<file path="src/rtl/dump_sender_pkg.sv">
// Shared types and defaults for the memory-dump sender.
package dump_sender_pkg;

    localparam int unsigned DEF_DATA_SIZE  = 16;
    localparam int unsigned DEF_BYTE_SIZE  = 8;
    localparam int unsigned DEF_END_BYTES  = 2;
    localparam logic [7:0]  DEF_END_MARKER = 8'hFF;

    typedef enum logic [2:0] {
        ST_IDLE    = 3'd0,
        ST_DATA_ST = 3'd1,
        ST_DATA_WT = 3'd2,
        ST_END_ST  = 3'd3,
        ST_END_WT  = 3'd4
    } dump_state_e;

    // Larger of two counts, used to size the shared byte counter.
    function automatic int unsigned max_u(input int unsigned a, input int unsigned b);
        return (a > b) ? a : b;
    endfunction

endpackage

</file>
<file path="src/rtl/dump_sender_if.sv">
// Word-in / byte-out handshake bundle between dump address generator, sender and UART TX.
interface dump_sender_if
    import dump_sender_pkg::*;
#(
    parameter int unsigned DATA_SIZE = DEF_DATA_SIZE,
    parameter int unsigned BYTE_SIZE = DEF_BYTE_SIZE
);
    logic                 i_valid;
    logic [DATA_SIZE-1:0] i_data;
    logic                 i_end;
    logic                 i_tx_done;
    logic [BYTE_SIZE-1:0] o_tx_data;
    logic                 o_tx_start;
    logic                 o_ready;
    logic                 o_done;
    logic                 o_overrun;

    modport master (
        output i_valid, i_data, i_end, i_tx_done,
        input  o_tx_data, o_tx_start, o_ready, o_done, o_overrun
    );

    modport slave (
        input  i_valid, i_data, i_end, i_tx_done,
        output o_tx_data, o_tx_start, o_ready, o_done, o_overrun
    );
endinterface

</file>
<file path="src/rtl/dump_sender_rise_detect.sv">
// Rising-edge detector with a registered history bit of configurable reset value.
module dump_sender_rise_detect #(
    parameter logic RESET_VAL = 1'b1
) (
    input  logic i_clock,
    input  logic i_reset,
    input  logic i_sig,
    output logic o_rise_c
);
    logic r_hist;

    // History follows the input every cycle; reset value decides whether a held level is an event.
    always_ff @(posedge i_clock) begin
        if (i_reset) r_hist <= RESET_VAL;
        else         r_hist <= i_sig;
    end

    assign o_rise_c = i_sig & ~r_hist;
endmodule

</file>
<file path="src/rtl/dump_sender.sv">
// Serialises memory words MSB-byte-first to a UART transmitter and appends an end trailer.
module dump_sender
    import dump_sender_pkg::*;
#(
    parameter int unsigned          DATA_SIZE  = DEF_DATA_SIZE,
    parameter int unsigned          BYTE_SIZE  = DEF_BYTE_SIZE,
    parameter logic [BYTE_SIZE-1:0] END_MARKER = BYTE_SIZE'(DEF_END_MARKER),
    parameter int unsigned          END_BYTES  = DEF_END_BYTES
) (
    input  logic         i_clock,
    input  logic         i_reset,
    dump_sender_if.slave bus
);
    localparam int unsigned NUM_BYTES = DATA_SIZE / BYTE_SIZE;
    localparam int unsigned IDX_W     = $clog2(max_u(NUM_BYTES, END_BYTES)) + 1;

    dump_state_e          r_state, w_next_state;
    logic [DATA_SIZE-1:0] r_shift, w_shift_nxt;
    logic [IDX_W-1:0]     r_byte_idx, w_idx_nxt;
    logic                 r_end_pending, w_end_pending_nxt;
    logic [BYTE_SIZE-1:0] r_tx_data, w_tx_data_nxt;
    logic                 r_tx_start, r_ready, r_done, w_done_nxt;
    logic                 r_overrun, w_overrun_nxt;
    logic                 w_valid_ev, w_end_ev;

    dump_sender_rise_detect #(.RESET_VAL(1'b1)) u_valid_rise (
        .i_clock (i_clock),
        .i_reset (i_reset),
        .i_sig   (bus.i_valid),
        .o_rise_c(w_valid_ev)
    );

    dump_sender_rise_detect #(.RESET_VAL(1'b1)) u_end_rise (
        .i_clock (i_clock),
        .i_reset (i_reset),
        .i_sig   (bus.i_end),
        .o_rise_c(w_end_ev)
    );

    // State register.
    always_ff @(posedge i_clock) begin
        if (i_reset) r_state <= ST_IDLE;
        else         r_state <= w_next_state;
    end

    // Next-state and next-value logic; tx byte is prepared on entry to a *_ST state.
    always_comb begin
        w_next_state      = r_state;
        w_shift_nxt       = r_shift;
        w_idx_nxt         = r_byte_idx;
        w_end_pending_nxt = r_end_pending;
        w_tx_data_nxt     = r_tx_data;
        w_done_nxt        = 1'b0;
        w_overrun_nxt     = r_overrun;

        if (r_state != ST_IDLE) begin
            if (w_valid_ev) w_overrun_nxt     = 1'b1;
            if (w_end_ev)   w_end_pending_nxt = 1'b1;
        end

        case (r_state)
            ST_IDLE: begin
                if (w_valid_ev) begin
                    w_shift_nxt   = bus.i_data;
                    w_tx_data_nxt = bus.i_data[DATA_SIZE-1 -: BYTE_SIZE];
                    w_idx_nxt     = '0;
                    w_next_state  = ST_DATA_ST;
                    if (w_end_ev) w_end_pending_nxt = 1'b1;
                end else if (w_end_ev || r_end_pending) begin
                    w_end_pending_nxt = 1'b0;
                    w_tx_data_nxt     = END_MARKER;
                    w_idx_nxt         = '0;
                    w_next_state      = ST_END_ST;
                end
            end
            ST_DATA_ST: w_next_state = ST_DATA_WT;
            ST_DATA_WT: begin
                if (bus.i_tx_done) begin
                    if (r_byte_idx == IDX_W'(NUM_BYTES - 1)) begin
                        w_next_state = ST_IDLE;
                    end else begin
                        w_shift_nxt   = r_shift << BYTE_SIZE;
                        w_tx_data_nxt = w_shift_nxt[DATA_SIZE-1 -: BYTE_SIZE];
                        w_idx_nxt     = r_byte_idx + IDX_W'(1);
                        w_next_state  = ST_DATA_ST;
                    end
                end
            end
            ST_END_ST: w_next_state = ST_END_WT;
            ST_END_WT: begin
                if (bus.i_tx_done) begin
                    if (r_byte_idx == IDX_W'(END_BYTES - 1)) begin
                        w_done_nxt   = 1'b1;
                        w_next_state = ST_IDLE;
                    end else begin
                        w_idx_nxt    = r_byte_idx + IDX_W'(1);
                        w_next_state = ST_END_ST;
                    end
                end
            end
            default: w_next_state = ST_IDLE;
        endcase
    end

    // Datapath and registered outputs.
    always_ff @(posedge i_clock) begin
        if (i_reset) begin
            r_shift       <= '0;
            r_byte_idx    <= '0;
            r_end_pending <= 1'b0;
            r_tx_data     <= '0;
            r_tx_start    <= 1'b0;
            r_ready       <= 1'b1;
            r_done        <= 1'b0;
            r_overrun     <= 1'b0;
        end else begin
            r_shift       <= w_shift_nxt;
            r_byte_idx    <= w_idx_nxt;
            r_end_pending <= w_end_pending_nxt;
            r_tx_data     <= w_tx_data_nxt;
            r_tx_start    <= (w_next_state == ST_DATA_ST) || (w_next_state == ST_END_ST);
            r_ready       <= (w_next_state == ST_IDLE);
            r_done        <= w_done_nxt;
            r_overrun     <= w_overrun_nxt;
        end
    end

    assign bus.o_tx_data  = r_tx_data;
    assign bus.o_tx_start = r_tx_start;
    assign bus.o_ready    = r_ready;
    assign bus.o_done     = r_done;
    assign bus.o_overrun  = r_overrun;
endmodule
</file>
<file path="src/flat_wrapper.sv">
// flat-port wrapper written by rule: the top's interface ports become plain ports
module dump_sender_flat import dump_sender_pkg::*;
#(
    parameter int unsigned          DATA_SIZE  = DEF_DATA_SIZE,
    parameter int unsigned          BYTE_SIZE  = DEF_BYTE_SIZE,
    parameter logic [BYTE_SIZE-1:0] END_MARKER = BYTE_SIZE'(DEF_END_MARKER),
    parameter int unsigned          END_BYTES  = DEF_END_BYTES
)
  (i_clock, i_reset, bus_i_valid, bus_i_data, bus_i_end, bus_i_tx_done, bus_o_tx_data, bus_o_tx_start, bus_o_ready, bus_o_done, bus_o_overrun);
  dump_sender_if #(.DATA_SIZE(DATA_SIZE), .BYTE_SIZE(BYTE_SIZE)) bus_i ();
  input  logic i_clock;
  input  logic i_reset;
  input wire logic [$bits(bus_i.i_valid)-1:0] bus_i_valid;
  input wire logic [$bits(bus_i.i_data)-1:0] bus_i_data;
  input wire logic [$bits(bus_i.i_end)-1:0] bus_i_end;
  input wire logic [$bits(bus_i.i_tx_done)-1:0] bus_i_tx_done;
  output wire logic [$bits(bus_i.o_tx_data)-1:0] bus_o_tx_data;
  output wire logic [$bits(bus_i.o_tx_start)-1:0] bus_o_tx_start;
  output wire logic [$bits(bus_i.o_ready)-1:0] bus_o_ready;
  output wire logic [$bits(bus_i.o_done)-1:0] bus_o_done;
  output wire logic [$bits(bus_i.o_overrun)-1:0] bus_o_overrun;
  assign bus_i.i_valid = bus_i_valid;
  assign bus_i.i_data = bus_i_data;
  assign bus_i.i_end = bus_i_end;
  assign bus_i.i_tx_done = bus_i_tx_done;
  assign bus_o_tx_data = bus_i.o_tx_data;
  assign bus_o_tx_start = bus_i.o_tx_start;
  assign bus_o_ready = bus_i.o_ready;
  assign bus_o_done = bus_i.o_done;
  assign bus_o_overrun = bus_i.o_overrun;
  dump_sender #(.DATA_SIZE(DATA_SIZE), .BYTE_SIZE(BYTE_SIZE), .END_MARKER(END_MARKER), .END_BYTES(END_BYTES)) u_core (.i_clock(i_clock), .i_reset(i_reset), .bus(bus_i));
endmodule
</file>
<file path="config.mk">
export PLATFORM = sky130hd
export DESIGN_NAME = dump_sender_flat
export DESIGN_NICKNAME = d
export VERILOG_FILES = /design/src/rtl/dump_sender_pkg.sv /design/src/rtl/dump_sender_if.sv /design/src/rtl/dump_sender_rise_detect.sv /design/src/rtl/dump_sender.sv /design/src/flat_wrapper.sv
export SDC_FILE = /design/constraint.sdc
export NUM_CORES = 1
export LEC_CHECK = 0
export ABC_AREA = 1
export CORE_MARGIN = 3
export CORE_UTILIZATION = 48
export CTS_CLUSTER_SIZE = 10
export DETAILED_ROUTE_END_ITERATION = 12
export GPL_ROUTABILITY_DRIVEN = 0
export PLACE_DENSITY_LB_ADDON = 0.2
export SYNTH_ARGS = -nofsm -noshare
export SYNTH_HDL_FRONTEND = slang
export SYNTH_HIERARCHICAL = 1
export SYNTH_SLANG_ARGS = --single-unit
export TNS_END_PERCENT = 1
</file>
<file path="constraint.sdc">
create_clock -name i_clock -period 1.8 [get_ports i_clock]
set_input_delay 0.36 -clock i_clock [delete_from_list [all_inputs] [get_ports i_clock]]
set_output_delay 0.36 -clock i_clock [all_outputs]
set_load 0.02 [all_outputs]
</file>
==> results of run 1 <==
[cells in the mapped netlist]
master    number
buf_4          1
a21oi_1       10
o21ai_2        2
nand2_1       53
buf_2          1
inv_1         19
dfxtp_1       28
o21ai_0       16
clkbuf_1       1
nor3_1         1
nor2_1        44
nor2_2         3
buf_6          2
nand3_1       13
o22ai_1        1
ha_1           1
inv_2          3
nor2_4         1
nand2_2        5
[report_power, final]
part | total (mW) | internal (mW) | switching [mW]
sequential | 0.936 | 0.821 | 0.115
combinational | 1.55 | 0.594 | 0.959
clock | 0.304 | 0.124 | 0.180
total | 2.79 | 1.54 | 1.25
[registers in the layout, indices dropped and copies added (netlist names)]
name                        cells
u_core/bus.o_tx_data            8
u_core/r_shift                  8
u_core/r_state                  3
u_core/r_byte_idx               2
u_core/bus.o_done               1
u_core/bus.o_overrun            1
u_core/bus.o_ready              1
u_core/bus.o_tx_start           1
u_core/r_end_pending            1
u_core/u_end_rise/r_hist        1
u_core/u_valid_rise/r_hist      1
[metrics by stage]
stage	power (mW)	setup WS [ns]	util, %	instances	hold slack, ns
finish	2.79	0.129	67.6	271	0.503
global route	3.07	0.0663	67.6	271	0.537
CTS	2.81	0.0968	67.6	271	0.505
detailed placement	2.49	0.0383	66.2	267	0.470
global placement	2.46	0.0457	66.2	267	0.464
floorplan	2.10	0.496	-	205	0.432
[worst max-delay path by stage]
stage,from,cells past startpoint,endpoint
5_1_grt,u_core/bus.o_tx_data[3],1,bus_o_tx_data[3]
6_report,u_core/bus.o_tx_data[3],1,bus_o_tx_data[3]
4_1_cts,u_core/bus.o_tx_data[3],1,bus_o_tx_data[3]
2_1_floorplan,bus_i_valid,9,u_core/r_shift[0]
3_3_place_gp,bus_i_valid,10,u_core/bus.o_ready
3_5_place_dp,bus_i_valid,10,u_core/bus.o_ready
[worst min-delay path: cells and delay by family (launching register included)]
kind | cells | cell delay, ns
flip-flops | 1 | 0.35
AO/OA/AOI/OAI | 1 | 0.04
AND/OR/NAND/NOR | 1 | 0.08
[area by class of cell]
class / count / area share (%)
well taps: 30 / 2.16
multi-input cells: 150 / 38.1
repair buffers: 37 / 20.6
clock buffers: 4 / 2.09
inverters: 22 / 4.76
flip-flops and latches: 28 / 32.3
[layout by cell type, fill, tap and decap left out]
| cell type | count |
|---|---|
| nand2_2 | 5 |
| o21ai_2 | 2 |
| nor2_2 | 3 |
| nand2_1 | 53 |
| buf_4 | 5 |
| dfxtp_1 | 28 |
| clkdlybuf4s50_1 | 32 |
| inv_1 | 19 |
| nor2_1 | 44 |
| ha_1 | 1 |
| a21oi_1 | 10 |
| clkbuf_8 | 1 |
| nand3_1 | 13 |
| o22ai_1 | 1 |
| nor3_1 | 1 |
| o21ai_0 | 16 |
| nor2_4 | 1 |
| inv_2 | 3 |
| clkbuf_4 | 3 |
[routing by layer]
| layer | wire length [µm] | global-route usage, % | vias to the layer above |
|---|---|---|---|
| met2 | 1230 | 27.9 | 37 |
| met5 | 0 | 0 | - |
| met3 | 186 | 4.82 | 2 |
| li1 | - | - | 720 |
| met1 | 1410 | 23.8 | 564 |
| met4 | 19 | 2.91 | 0 |
[cell families after synthesis]
logic type / after synthesis / share of synthesized area (%)
adder cells (fa/ha/maj): 1 / 0.931
flip-flops: 28 / 41.7
buffers and inverters: 27 / 9.03
AND/OR/NAND/NOR: 120 / 36.9
AO/OA/AOI/OAI: 29 / 11.5
==> metrics.md, run 1 <==
| Metric | Value |
|---|---|
| Endpoints failing setup | `0` |
| Crit path capture type | `output port` |
| Mapped Cells | `slightly above 200` |
| Nets | `approximately 260` |
| Yosys top cell area share | `between 40% and 50%` |
| Drt drc | `0` |
| Post-CTS setup buffers | `0` |
| Total Routing Usage GR | `between 15 and 20%` |
| Clk sinks | `28` |
| Final ANT Viol Nets | `0` |
| First DRT Iteration DRCs | `45` |
| Reg-to-reg startpoint | `u_core/r_state[0]` |
| Crit-path max FO | `2` |
| Clk_skew | `0.00821 ns` |
| Cts repair resizes | `0` |
| Worst Max-Slew Pin Slew | `roughly 0.33 ns` |
| Vias in the first global route | `about 1100` |
| RSZ-0062 raised after global routing | `false` |
| CP Data Required Time | `about 1.4 ns` |
| FF-to-FF path depth | `7` |
| DR vias | `between 1000 and 1500` |
| Syn. warnings | `6` |
| Synth cell types | `19` |
| Die height | `58.9 µm` |
| H-tree Lvls | `1` |
| Worst EP arrival | `1.31 ns` |
| Max Slew Vio Count | `0` |
| Post-CTS Hold Buffers | `0` |
| CTS Buf Count | `3` |
| Initial Utilization | `between 50% and 60%` |
| CTS max path bufs | `2` |
| Worst path cell trace | `clkdlybuf4s50_1` |
| Die width | `roughly 59 µm` |
| Hold_sp | `u_core/r_shift[4]` |
| Cell Rows | `18` |
| Crit path kind | `reg -> out` |
| Fin. Hold Viols | `0` |
| Slowest cell on the critical path | `clkdlybuf4s50_1` |
| Max transition margin | `a little under 80%` |
| Max Cap Viol | `0` |
| ANT cells | `0` |
| Initial antenna violation count | `0` |
| Hold Path End | `u_core/r_shift[4]` |
| Reg area | `around 560 µm²` |
| CORE AREA | `around 2600 µm²` |
| Vias per Instance | `roughly 4.9` |
| Share of cells above drive strength 1 | `roughly a tenth` |
| Synthesized netlist net count | `~230` |
| Reg clk slew, reported paths | `roughly 0.15 ns` |
| Final HPWL DP | `between 2 and 2.5 mm` |
| First-pass GRT wire length | `about 4.8 mm` |
| Root buffer cell | `clkbuf_4` |
| Post-Synthesis Cell Area | `1340 µm²` |
| Multi-input combinational cell area | `roughly 660 µm²` |
| Placed instance area | `approximately 1700 µm²` |
| Number of detailed-route iterations in the first pass | `4` |
| Hold Crit Class | `reg -> reg` |
| Total Die Area | `between 3000 and 4000 µm²` |
| WL/cell | `10.5 µm` |
| CTS tree | `yes` |
| PD cells | `roughly 1600 nW/µm²` |
| Maximum VDD drop | `approximately 1.1 mV` |
| Synth Register Bits | `28` |
| Seq/Total Area, Yosys | `between 40% and 50%` |
| Setup crit start kind | `flop` |
| DRT Wirelength | `between 2 and 3 mm` |
| Fin crit share | `between 90% and 100%` |
| Hold path depth | `2` |
| Worst path top cell family by delay | `buffers and inverters` |
| P&R area growth vs syn | `29.2%` |
| FILL cells | `257` |
| Mapped Avg Cell Area | `6.56 µm²` |
| Leak Pwr | `between 0.8 and 0.9 nW` |
| RR Endpoint | `u_core/bus.o_ready` |
| Largest net degree at the start of global routing | `19` |
| Slowest stage delay, CP | `just over 0.6 ns` |
| Critical path buffers and inverters | `1` |
| FF-to-FF setup slack | `roughly 0.28 ns` |
| PortBufs | `32` |
| Final Cell Area | `1740 µm²` |
| Clock Latency Late Sink | `about 0.33 ns` |
| Fmax | `0.599 GHz` |
| # IOs | `33` |
| Synth area leaders | `dfxtp_1 (42%), nand2_1 (15%), nor2_1 (12%)` |
| Setup tns final | `0 ns` |
| Minimum clock period | `about 1.7 ns` |
| Status | `finished clean` |
| Yosys top cell by area | `dfxtp_1` |
| Total gr overflow | `0` |
Note: power is estimated with default switching activity, not from simulation.
==> run 2, diff against run 1 <==
- CAP_MARGIN: unset -> 5
- CORE_UTILIZATION: 48 -> 50
- CTS_BUF_LIST: unset -> sky130_fd_sc_hd__clkbuf_2 sky130_fd_sc_hd__clkbuf_4 sky130_fd_sc_hd__clkbuf_8
==> run 2 against run 1 <==
Compared with the run above: cell count is 0.37% lower; critical path depth stayed put; maximum frequency grew 1.0%; sequential power about the same; utilization up 0.66 points; global-route usage down 0.083 points; clock power decreased by 19%; worst hold slack got worse by 0.012 ns; count of clock-buffer cells in the layout is 1 lower; non-clock buffer count unchanged; via count fell by 5.9%; register-to-register slack barely moved; critical path type unchanged.
==> metrics.md, run 2 (synthesized netlist as in run 1, its figures left out) <==
| Metric | Value |
|---|---|
| Status | `finished clean` |
| Largest net degree at the start of global routing | `19` |
| Drt drc | `0` |
| Root buffer cell | `clkbuf_4` |
| ANT cells | `0` |
| DR vias | `between 1000 and 1500` |
| CORE AREA | `around 2500 µm²` |
| Worst Max-Slew Pin Slew | `~0.31 ns` |
| Crit-path max FO | `2` |
| Hold Crit Class | `reg -> reg` |
| P&R area growth vs syn | `28.2%` |
| CP Data Required Time | `between 1 and 1.5 ns` |
| Number of detailed-route iterations in the first pass | `4` |
| Fin crit share | `about nine tenths` |
| Critical path buffers and inverters | `1` |
| Most frequent cells in the layout | `nand2_1 (53), nor2_1 (44), clkdlybuf4s50_1 (32)` |
| # IOs | `33` |
| Maximum VDD drop | `roughly 0.91 mV` |
| Nets | `264` |
| Total Routing Usage GR | `between 15 and 20%` |
| Die width | `around 58 µm` |
| Critical Path End | `bus_o_tx_data[4]` |
| First DRT Iteration DRCs | `51` |
| Slowest stage delay, CP | `between 0.6 and 0.7 ns` |
| CTS tree | `yes` |
| First-pass GRT wire length | `roughly 4.6 mm` |
| CTS Buf Count | `3` |
| PortBufs | `32` |
| Fmax | `roughly 0.6 GHz` |
| Die height | `57.8 µm` |
| Minimum clock period | `1.65 ns` |
| RR Endpoint | `u_core/bus.o_ready` |
| Share of cells above drive strength 1 | `under 10%` |
| Max Slew Vio Count | `0` |
| WP depth | `1` |
| WL/cell | `approximately 10 µm` |
| FF-to-FF path depth | `7` |
| Setup tns final | `0 ns` |
| Total gr overflow | `0` |
| PD cells | `around 1600 nW/µm²` |
| Non-filler cells, final | `270` |
| Worst path top cell family by delay | `buffers and inverters` |
| Initial Utilization | `53.3%` |
| Leak Pwr | `approximately 0.8 nW` |
| Post-CTS setup buffers | `0` |
| Reg clk slew, reported paths | `0.14 ns` |
| Setup crit start kind | `flop` |
| Max transition margin | `about four fifths` |
| Max Cap Viol | `0` |
| Clk sinks | `28` |
| Crit path kind | `reg -> out` |
| Total Die Area | `around 3300 µm²` |
| FF-to-FF setup slack | `around 0.28 ns` |
| Vias in the first global route | `~1100` |
| Endpoints failing setup | `0` |
| Worst EP arrival | `~1.3 ns` |
| Post-CTS Hold Buffers | `0` |
| Initial antenna violation count | `0` |
| Clk_skew | `around 0.0050 ns` |
| Fin. Hold Viols | `0` |
| Cell Rows | `18` |
| Final HPWL DP | `between 2 and 2.5 mm` |
| Most common cell after layout, fill and taps aside | `nand2_1` |
| Worst path cell trace | `clkdlybuf4s50_1` |
| Placed Instances | `~270` |
| Reg-to-reg startpoint | `u_core/r_state[0]` |
| Slowest cell on the critical path | `clkdlybuf4s50_1` |
| Final ANT Viol Nets | `0` |
| Crit path capture type | `output port` |
| DRT Wirelength | `about 2.7 mm` |
| Vias per Instance | `around 4.6` |
| Cts repair resizes | `0` |
| CTS max path bufs | `2` |
| RSZ-0062 raised after global routing | `false` |
| Clock Latency Late Sink | `a little over 0.3 ns` |
| CP Launch Point | `u_core/bus.o_tx_data[4]` |
| H-tree Lvls | `1` |
==> run 2: metal layers <==
layer  vias up  track usage, %  share of wire [%]
met2        24            26.0                 41
li1        711               -                  -
met1       508            25.1                 53
met3         2            3.12                5.1
met5         -               0                  0
met4         0            5.96               0.71
==> run 2: worst min-delay path by stage <==
stage | start | to | depth (start not counted)
4_1_cts | u_core/bus.o_overrun | u_core/bus.o_overrun | 2
5_1_grt | u_core/r_shift[2] | u_core/r_shift[2] | 2
3_3_place_gp | u_core/bus.o_overrun | u_core/bus.o_overrun | 2
3_5_place_dp | u_core/bus.o_overrun | u_core/bus.o_overrun | 2
2_1_floorplan | i_reset | u_core/bus.o_overrun | 1
6_report | u_core/bus.o_overrun | u_core/bus.o_overrun | 2
==> run 2: area by class of cell <==
class | instances | area (µm²)
fillers | 251 | 800
multi-input cells | 150 | 662
flip-flops and latches | 28 | 561
repair buffers | 37 | 358
inverters | 22 | 82.6
well taps | 30 | 37.5
clock buffers | 3 | 22.5
==> run 2: power by group <==
group	internal, mW	total (mW)	switching (mW)	leakage [nW]
registers	0.821	0.934	0.113	0.231
logic	0.594	1.54	0.946	0.565
clock network	0.0782	0.245	0.167	0.0138
==> run 2: stage by stage <==
stage	instance area, µm²	utilization [%]	hold WS [ns]	setup slack (ns)	power (mW)
floorplan	1340	-	0.432	0.496	2.10
global placement	1700	67.4	0.465	0.0373	2.46
detailed placement	1700	67.4	0.467	0.00692	2.48
CTS	1720	68.3	0.502	0.111	2.73
global route	1720	68.3	0.531	0.0737	3.00
finish	1720	68.3	0.491	0.147	2.72
==> run 2: tightest hold or removal path: cells and delay by family, from the launching register on <==
family | cells | cell delay, ns
DFF | 1 | 0.36
and+or+nand+nor | 1 | 0.07
AOI/OAI and AO/OA | 1 | 0.04
==> run 3, diff against run 2 <==
- CTS_CLUSTER_SIZE: 10 -> unset
- SETUP_SLACK_MARGIN: unset -> 0.3
==> run 3 against run 2 <==
Compared with the run above: clock power about the same; register-to-register slack hardly changed; non-clock buffer count is the same; die area unchanged; critical path depth is the same; sequential share of layout area is essentially flat; worst hold slack got worse by 0.0049 ns; first-iteration DRC count stayed put; total power fell by 0.28%; cell area hardly changed; via count stayed put.
==> metrics.md, run 3 (synthesized netlist as in run 1, its figures left out) <==
| Metric | Value |
|---|---|
| Drt drc | `0` |
| Nets | `about 260` |
| Status | `finished clean` |
| Worst Max-Slew Pin Slew | `about 0.31 ns` |
| P&R area growth vs syn | `28.3%` |
| Placed Instances | `roughly 270` |
| CTS max path bufs | `2` |
| Total Die Area | `about 3300 µm²` |
| Clk_skew | `0.00503 ns` |
| Reg clk slew, reported paths | `roughly 0.14 ns` |
| Crit-path max FO | `2` |
| Fmax | `a little over 0.6 GHz` |
| Fin crit share | `90.4%` |
| CP Data Required Time | `1.44 ns` |
| DR vias | `around 1200` |
| Cell Rows | `18` |
| Max Slew Vio Count | `0` |
| Worst path cell trace | `clkdlybuf4s50_1` |
| Number of detailed-route iterations in the first pass | `4` |
| Vias per Instance | `around 4.6` |
| DRT Wirelength | `approximately 2.7 mm` |
| Max transition margin | `between 70% and 80%` |
| Total Routing Usage GR | `between 10% and 20%` |
| Crit path kind | `reg -> out` |
| RSZ-0062 raised after global routing | `true` |
| Worst EP arrival | `around 1.3 ns` |
| First DRT Iteration DRCs | `51` |
| Most common cell after layout, fill and taps aside | `nand2_1` |
| Fin. Hold Viols | `0` |
| Worst path top cell family by delay | `buffers and inverters` |
| Setup crit start kind | `flop` |
| Largest net degree at the start of global routing | `19` |
| First-pass GRT wire length | `around 4.6 mm` |
| PortBufs | `32` |
| Minimum clock period | `between 1.5 and 2 ns` |
| Total gr overflow | `0` |
| Die height | `~58 µm` |
| Endpoints failing setup | `0` |
| Die width | `around 58 µm` |
| Clk sinks | `28` |
| Slowest stage delay, CP | `around 0.60 ns` |
| # IOs | `33` |
| ANT cells | `0` |
| Share of cells above drive strength 1 | `under 10%` |
| Leak Pwr | `approximately 0.83 nW` |
| Clock Latency Late Sink | `0.31 ns` |
| Max Cap Viol | `0` |
| WL/cell | `9.99 µm` |
| Initial Utilization | `between 50% and 60%` |
| CORE AREA | `between 2000 and 3000 µm²` |
| CTS tree | `yes` |
| Non-filler cells, final | `between 200 and 300` |
| Critical path buffers and inverters | `1` |
| PD cells | `about 1600 nW/µm²` |
| Slowest cell on the critical path | `clkdlybuf4s50_1` |
| Fin util | `about two thirds` |
| Post-CTS Hold Buffers | `0` |
| Final ANT Viol Nets | `0` |
| Root buffer cell | `clkbuf_4` |
| Crit path capture type | `output port` |
| Most frequent cells in the layout | `nand2_1 (53), nor2_1 (44), clkdlybuf4s50_1 (30)` |
| Vias in the first global route | `between 1000 and 1500` |
| H-tree Lvls | `1` |
| Initial antenna violation count | `0` |
| Final HPWL DP | `approximately 2.0 mm` |
| Maximum VDD drop | `0.910 mV` |
| CTS Buf Count | `3` |
| Hold Crit Class | `reg -> reg` |
| Setup tns final | `0 ns` |
## run 3: per-layer routing
| layer | share of wire (%) | GRT usage (%) |
|---|---|---|
| met4 | 0.70 | 5.96 |
| met1 | 53 | 25.1 |
| met2 | 41 | 26.0 |
| met3 | 5.1 | 3.12 |
| met5 | 0 | 0 |
## run 3: area by class of cell
class | count | area (µm²)
Fill cell | 252 | 798
Multi-Input combinational cell | 150 | 662
Sequential cell | 28 | 561
Timing Repair Buffer | 37 | 359
Inverter | 22 | 82.6
Tap cell | 30 | 37.5
Clock buffer | 3 | 22.5
## run 3: final timing paths
check,startpoint,to,slack [ns],depth (start not counted)
max,u_core/bus.o_tx_data[2],bus_o_tx_data[2],0.17,1
min,u_core/bus.o_overrun,u_core/bus.o_overrun,0.49,2
max reg2reg,u_core/r_state[0],u_core/bus.o_ready,0.28,7
min reg2reg,u_core/bus.o_overrun,u_core/bus.o_overrun,0.49,2
## run 3: through the flow
| step | setup WS (ns) | instance area [µm²] | hold WS (ns) | power (mW) |
|---|---|---|---|---|
| finish | 0.173 | 1720 | 0.487 | 2.71 |
| global route | 0.0851 | 1720 | 0.531 | 2.99 |
| CTS | 0.137 | 1720 | 0.502 | 2.73 |
| detailed placement | 0.00692 | 1700 | 0.467 | 2.48 |
| global placement | 0.0373 | 1700 | 0.465 | 2.46 |
| floorplan | 0.496 | 1340 | 0.432 | 2.10 |
## run 3: repair_timing
item,4_1_cts,5_1_grt
setup buffers,0,0
endpoints found under the setup margin,13,30
resized for setup,1,1
## run 3: where the power goes
part / internal (mW) / total, mW / switching (mW) / leakage [nW]
clock: 0.0782 / 0.245 / 0.167 / 0.0138
sequential: 0.821 / 0.934 / 0.113 / 0.231
combinational: 0.587 / 1.53 / 0.946 / 0.586
